## src/rtl/decod_stage.sv

```systemverilog
// decod_stage: registered instruction decode stage with a two-entry skid buffer.
// Optional sticky illegal-opcode trap is enabled by defining DECOD_ILLEGAL_TRAP_EN.
module decod_stage #(
  parameter int OPCODE_W = 3,
  parameter int ADDR_W = 5,
  parameter int DATA_W = 8,
  parameter int NUM_OPS = 6,
  localparam int INSTR_W = OPCODE_W + ADDR_W + 2 * DATA_W
) (
  input  logic                clk,
  input  logic                rst_n,
  input  logic                flush,
  input  logic                in_valid,
  output logic                in_ready,
  input  logic [INSTR_W-1:0]  instrucao,
  output logic                out_valid,
  input  logic                out_ready,
  output logic [OPCODE_W-1:0] op_code,
  output logic [ADDR_W-1:0]   addr,
  output logic [DATA_W-1:0]   x,
  output logic [DATA_W-1:0]   y,
  output logic                illegal,
  output logic                trap
);
  typedef enum logic [1:0] {EMPTY, ONE, TWO} state_t;
  state_t state, state_n;
  logic [INSTR_W-1:0] main_w, skid_w;
  logic main_ill, skid_ill, in_ill, acc, dlv, trap_n;

  assign acc = in_valid && in_ready && !flush;
  assign dlv = out_valid && out_ready;
  assign in_ill = {1'b0, instrucao[INSTR_W-1 -: OPCODE_W]} >= (OPCODE_W + 1)'(NUM_OPS);
  assign out_valid = state != EMPTY;
  assign {op_code, addr, x, y} = main_w;
  assign illegal = main_ill;

`ifdef DECOD_ILLEGAL_TRAP_EN
  assign trap_n = !flush && (trap || (acc && in_ill));
`else
  assign trap_n = 1'b0;
`endif

  // occupancy transitions; flush empties the stage regardless of handshakes
  always_comb begin
    state_n = flush ? EMPTY :
              state == EMPTY ? (acc ? ONE : EMPTY) :
              state == ONE ? ((acc && !dlv) ? TWO : (!acc && dlv) ? EMPTY : ONE) :
              (dlv ? ONE : TWO);
  end

  // storage: main feeds the outputs, skid catches the beat accepted while main is stalled
  always_ff @(posedge clk or negedge rst_n) begin
    if (!rst_n) begin
      state    <= EMPTY;
      in_ready <= 1'b1;
      trap     <= 1'b0;
      main_w   <= '0;
      main_ill <= 1'b0;
      skid_w   <= '0;
      skid_ill <= 1'b0;
    end else begin
      state    <= state_n;
      in_ready <= (state_n != TWO) && !trap_n;
      trap     <= trap_n;
      if (acc && (state == EMPTY || dlv)) {main_ill, main_w} <= {in_ill, instrucao};
      else if (state == TWO && dlv) {main_ill, main_w} <= {skid_ill, skid_w};
      if (acc && state == ONE && !dlv) {skid_ill, skid_w} <= {in_ill, instrucao};
    end
  end
endmodule

```

## config.mk

```make
export PLATFORM = sky130hd
export DESIGN_NAME = decod_stage
export DESIGN_NICKNAME = d
export VERILOG_FILES = /design/src/rtl/decod_stage.sv
export SDC_FILE = /design/constraint.sdc
export NUM_CORES = 1
export LEC_CHECK = 0
export CELL_PAD_IN_SITES_DETAIL_PLACEMENT = 1
export CELL_PAD_IN_SITES_GLOBAL_PLACEMENT = 1
export CORE_MARGIN = 2
export CORE_UTILIZATION = 40
export CTS_BUF_LIST = sky130_fd_sc_hd__clkbuf_16
export DETAILED_ROUTE_END_ITERATION = 12
export PLACE_DENSITY = 0.77
export SETUP_SLACK_MARGIN = 0.5
export SYNTH_ARGS = -nofsm -noshare
export SYNTH_HDL_FRONTEND = slang
export SYNTH_SLANG_ARGS = --single-unit
```

## constraint.sdc

```tcl
create_clock -name clk -period 2.21 [get_ports clk]
set_input_delay 0.3315 -clock clk [delete_from_list [all_inputs] [get_ports clk]]
set_output_delay 0.3315 -clock clk [all_outputs]
set_load 0.05 [all_outputs]
```

**Word level (Yosys, flattened, before mapping)**

Index checks and enable logic that the tools add are counted.

- Bits in latches: 0
- Memory bits (read-only): 0
- Word-level logic and storage cells: 37
- Output and inout bits: 28
- Register bits: 53
- Memories: 0
- RAM bits: 0

- Shift operators: 0
- Bitwise operators: 0
- Multiplexer cells: 11
- Order comparisons: 1
- Equal/unequal tests: 3
- Divide/modulo/power cells: 0
- Multiply operators: 0
- Add/subtract/negate cells: 0
- Reductions and logical operators: 16

Operators with widths:

| operator | count |
|---|---|
| $mux 24 | 2 |
| $mux 2 | 5 |
| $logic_and 1x1->1 | 9 |
| $mux 1 | 4 |
| $reduce_bool 2->1 | 2 |
| $ge 3x3->1 const B | 1 |
| $logic_not 1->1 | 3 |
| $eq 2x1->1 const B | 1 |
| $eq 2x2->1 const B | 1 |
| $logic_not 2->1 | 1 |
| $ne 2x2->1 const B | 1 |
| $logic_or 1x1->1 | 1 |

**Longest topological paths before layout**

- Word-level depth: 10
- Gate-level depth with buffers: 7
- Depth with buffers taken out: 7

**Worst setup path after synthesis**

Ideal clock, no wire load.

- Kind: register to register
- Start point: register state[1]
- End point: register in_ready
- Library setup time: 0.080 ns
- Clock period less this slack: 1.956 ns
- Data required time: 2.130 ns
- Stages on the path, launching flop included: 8
- Arrival time: 1.876 ns
- Slack: 0.254 ns
- Path through: dfrtp_1 > nor2_1 > inv_1 > nand2_1 > ha_1 > or3b_1 > and4b_1 > nand2b_1

- Longest elaborated chain between the ends: 9

Ends and longest elaborated chain:

| what | RTL line | RTL |
|---|---|---|
| start, declared | 26 | `state_t state, state_n;` |
| start signal, assigned | 62 | `state <= state_n;` |
| $reduce_bool 2->1 * | 33 | `assign out_valid = state != EMPTY;` |
| net out_valid | 16 | `output logic out_valid,` |
| $logic_and 1x1->1 * | 31 | `assign dlv = out_valid && out_ready;` |
| $logic_and 1x1->1 or $logic_not 1->1 (tied branches) | 47 | `state == ONE ? ((acc && !dlv) ? TWO : (!acc && dlv) ? EMPTY : ONE) :` |
| $mux 1 or $logic_and 1x1->1 (tied branches) | 47 |  |
| $mux 2 | 47 |  |
| $mux 2 * | 47 |  |
| $mux 2 * | 46 | `state == EMPTY ? (acc ? ONE : EMPTY) :` |
| $mux 2 * | 45 | `state_n = flush ? EMPTY :` |
| net state_n[0] | 26 |  |
| $ne 2x2->1 * | 63 | `in_ready <= (state_n != TWO) && !trap_n;` |
| end signal, assigned | 63 |  |
| end, declared | 14 | `output logic in_ready,` |

The timed path passes the listed nets; every way through them passes the cells marked *.
A chain may end at the register's enable or synchronous reset.

**Worst setup path after layout**

- Start point: input in_valid
- End point: register in_ready

- Longest elaborated chain between the ends: 10

Ends and longest elaborated chain:

| what | RTL line | RTL |
|---|---|---|
| start, declared | 13 | `input logic in_valid,` |
| $logic_and 1x1->1 * (2 in a row) | 30 | `assign acc = in_valid && in_ready && !flush;` |
| $logic_not 1->1 | 47 |  |
| $logic_and 1x1->1 | 47 |  |
| $mux 1 | 47 |  |
| $mux 2 (2 in a row) | 47 |  |
| $mux 2 * | 46 |  |
| $mux 2 * | 45 |  |
| net state_n[0] | 26 |  |
| $ne 2x2->1 * | 63 |  |

Marks and branches as above.

==> impl.org <==
** Outcome
- The flow ran to the end, and the final reports show no timing, DRC or antenna violations.

** STA
- Pin slew with the least headroom to its limit :: 663.9 ps
- The final count of hold timing violations came to 0.
- Max-slew violation total from the final report :: 0
- For this run, the top clock speed supported by timing is 0.5697 GHz.
- Post-layout minimum cycle time :: 1755 ps
- Adding up every negative setup slack in the final design gives 0 ps.
- Unrepaired setup endpoints after global routing :: true
- Worst clock skew :: 4.320 ps
- Final period utilization :: 79.42%
- Headroom to the max-slew limit came out at roughly 56%.
- Total of endpoints with negative setup slack in the final report :: 0

** Flow run
- The tool flagged a number of max-cap violations equal to 0.

** Synthesis
- The number of nets handed over by synthesis was 185.
- In this run, distinct cell masters in the synthesized netlist total 25.
- Number of synthesized register bits :: 53
- Cell area after synthesis :: 0.002385 sq mm
- Number of synthesized flops with an enable pin :: 0
- Counting flops with an async set or reset pin after synthesis yields a share of 100.0%.
- Number of cells produced by synthesis :: 155
- Portion of the post-synthesis area used by sequential elements :: 55.67%
- In the synthesized netlist the dominant register cell turns out to be sky130_fd_sc_hd__dfrtp_1.
- Number of warnings reported in the yosys synthesis log :: 0
- Each instance of the synthesized netlist takes up on average 15.39 sq um.

** Route
- After detailed routing, the number of vias per cell comes to 5.102.
- Number of vias in the routed layout :: 1500
- The count of nets left with antenna violations once routing finished came out at 0.
- Total Wirelength :: approximately 5300 um
- In the routed design, unresolved DRC markers number 0.
- The pre-antenna-repair detailed-routing pass consisted of 4 iterations.
- Routed wire per std cell :: 18.04 um
- In the detailed route, the total length drawn on met3 is between 200 and 250 um.
- Routed metal-1 wirelength :: 2060 um
- The detailed router finished its first iteration with 41 violations.
- Max layer used :: met4
- Met2 wirelength from detailed routing :: 2934 um

** Global route
- Maximum number of pins on one net before global-route repair :: 54
- The number of global-route vias before repair is 1728.
- Aggregate global-route resource usage :: 17.10%
- Global-route wire length before repair :: around 8500 um
- Initial antenna violation count :: 0
- Overflow left after global routing :: 0

** Critical path
- Along the worst path, the maximum fanout reaches 3.
- Crit path largest cell delay :: 490 ps
- The worst setup path is captured at a flop.
- In this run the critical register-to-register path is launched from in_ready$_DFF_PN1_.
- The worst register-to-register path has a depth of 5.
- Critical path required time :: 2420 ps
- Register-to-register setup slack :: 460 ps
- Traced cell by cell, the critical path runs through clkdlybuf4s50_1 > and3b_2 > ha_4 > or3b_1 > and4b_1 > nand2b_4.
- Among all stages on the critical path, the largest delay is contributed by sky130_fd_sc_hd__clkdlybuf4s50_1.
- Data arrives at the worst endpoint at 1960 ps.
- The worst register-to-register path ends at in_ready$_DFF_PN1_.
- STA classifies the critical path startpoint as an input pin.
- The setup path with the least slack is of type input pin to flop.
- Counting both buffers and inverters, the worst setup path holds a total of 1.
- Family with the most delay on the worst path :: simple AND/OR/NAND/NOR gates

** Finish
- Area growth from synthesis to layout :: 35.15%
- Commonest cells after routing, fill and taps aside :: 70 x sky130_fd_sc_hd__mux2_2, 50 x sky130_fd_sc_hd__dfrtp_1, 29 x sky130_fd_sc_hd__dlygate4sd2_1
- In the final layout, the share of cells above drive strength 1 is 46.12%.
- Most common cell after layout, fill and taps aside :: sky130_fd_sc_hd__mux2_2
- Post-Route Utilization :: a little under three fifths
- Filler cell count in the final layout :: 579
- The number of antenna diodes in the final layout is 0.
- For this run, the post-layout net count is 248.

** Die
- For this configuration, the core starts out at a cell density of about two fifths.
- Die span in x :: 81.22 um
- In this run the standard cell core region covers 0.005851 sq mm.
- Height of the die :: 81.22 um
- Die footprint :: between 0.006 and 0.007 sq mm
- 57 I/O pins were placed.
- Floorplan row count :: 28

** Clock network
- In this run the number of H-tree levels came out at 2.
- CTS tree :: built
- The longest clock path from root to sink contains 2 buffers.
- Clock insertion delay at the later pin of the skew report :: 280 ps
- Clock slew at reported path FFs :: roughly 70 ps
- The root buffer cell chosen for the clock tree is sky130_fd_sc_hd__clkbuf_16.
- TritonCTS created 5 clock buffers.
- The clock net in this run drives a total of 53 sinks.

** Hold path
- The tightest min-delay check is of the input pin to async pin type.

** Place
- Buffers on Ports :: 55
- HPWL Detailed :: 3661 um
- Global placer's final weighted congestion :: 0.7322

** Power
- Across the VDD grid, the largest voltage drop is 0.5017 mV.
- The design draws roughly 3.2 mW.
- Pwr dens :: 1006 mW/mm^2
- Static Leakage :: 1.468 nW
layout make-up:
class | instances | area (sq um) | share of cell area (%)
tap | 75 | 93.84 | 2.911
timing repair buffer | 64 | 614.3 | 19.06
multi-input combinational | 92 | 1011 | 31.37
sequential | 53 | 1330 | 41.27
clock buffer | 5 | 125.1 | 3.882
inverter | 2 | 7.507 | 0.2329
clock inverter | 3 | 41.29 | 1.281
report_power, final:
group          total [mW]  internal [mW]  switching [mW]
registers            1.35           1.22           0.132
logic                1.03          0.436           0.598
clock network       0.854          0.530           0.324
total                3.24           2.19            1.05
cell usage after synthesis, types with 2 or more instances:
library cell / n / area [sq um]
sky130_fd_sc_hd__inv_1: 2 / 7.510
sky130_fd_sc_hd__nand2_1: 2 / 7.510
sky130_fd_sc_hd__dfrtp_1: 52 / 1301
sky130_fd_sc_hd__mux2_4: 2 / 30.03
sky130_fd_sc_hd__mux2_2: 70 / 788.3
sky130_fd_sc_hd__mux2i_1: 3 / 30.03
sky130_fd_sc_hd__buf_2: 3 / 15.01
sky130_fd_sc_hd__buf_6: 4 / 45.04
routing by layer:
metal / vias to the layer above / global-route usage (%)
met5: - / 0
met4: 0 / 5.254
met3: 8 / 3.556
met2: 42 / 31.24
met1: 774 / 20.06
li1: 676 / -
registers in the layout, summed over array words and instances, names as in the netlist:
name	cells
in_ready	1
main_w	24
skid_ill	1
skid_w	24
state	2
illegal	1
cells by family (layout without fill, tap and decap cells):
group | after synthesis | count (layout) | synth area share, %
other | 1 | 1 | 0.1572
DFF | 53 | 53 | 55.67
AOI/OAI and AO/OA | 3 | 3 | 0.9967
muxes | 75 | 75 | 35.57
adders and majority gates | 1 | 1 | 0.5246
buffers and inverters | 10 | 74 | 3.148
and+or+nand+nor | 12 | 12 | 3.936
worst max path at each step:
| stage | start | end | slack [ps] | cells past startpoint |
|---|---|---|---|---|
| after floorplan | in_ready$_DFF_PN1_ | in_ready$_DFF_PN1_ | 320 | 6 |
| after global placement | out_ready | in_ready$_DFF_PN1_ | 180 | 6 |
| after detailed placement | out_ready | skid_w[23]$_DFFE_PN0P_ | 90 | 5 |
| after CTS | in_ready$_DFF_PN1_ | in_ready$_DFF_PN1_ | 470 | 5 |
| after global routing | state[0]$_DFF_PN0_ | skid_w[17]$_DFFE_PN0P_ | 380 | 5 |
| final | in_valid | in_ready$_DFF_PN1_ | 450 | 6 |
per-stage QoR:
stage | worst slack [ps] | cell area [sq um] | hold WS [ps] | std cells
final | 454.8 | 3223 | 162.4 | 294
after global routing | 376.3 | 3223 | 216.2 | 294
after CTS | 472.2 | 3208 | 191.4 | 292
after detailed placement | 90.08 | 3037 | 493.3 | 281
after global placement | 183.4 | 3037 | 473.2 | 281
after floorplan | 323.0 | 2404 | 35.91 | 155
what timing repair did:
| action | in CTS | in global routing |
|---|---|---|
| setup endpoints to repair | 46 | 2 |
| endpoints found under the hold margin | 0 | 0 |
| buffers inserted | 3 | 2 |
| gates cloned | 0 | 0 |
| hold buffers | 0 | 0 |
| pin swaps | 0 | 1 |
| gates resized for setup | 35 | 0 |
(Power assumes the default switching activity.)
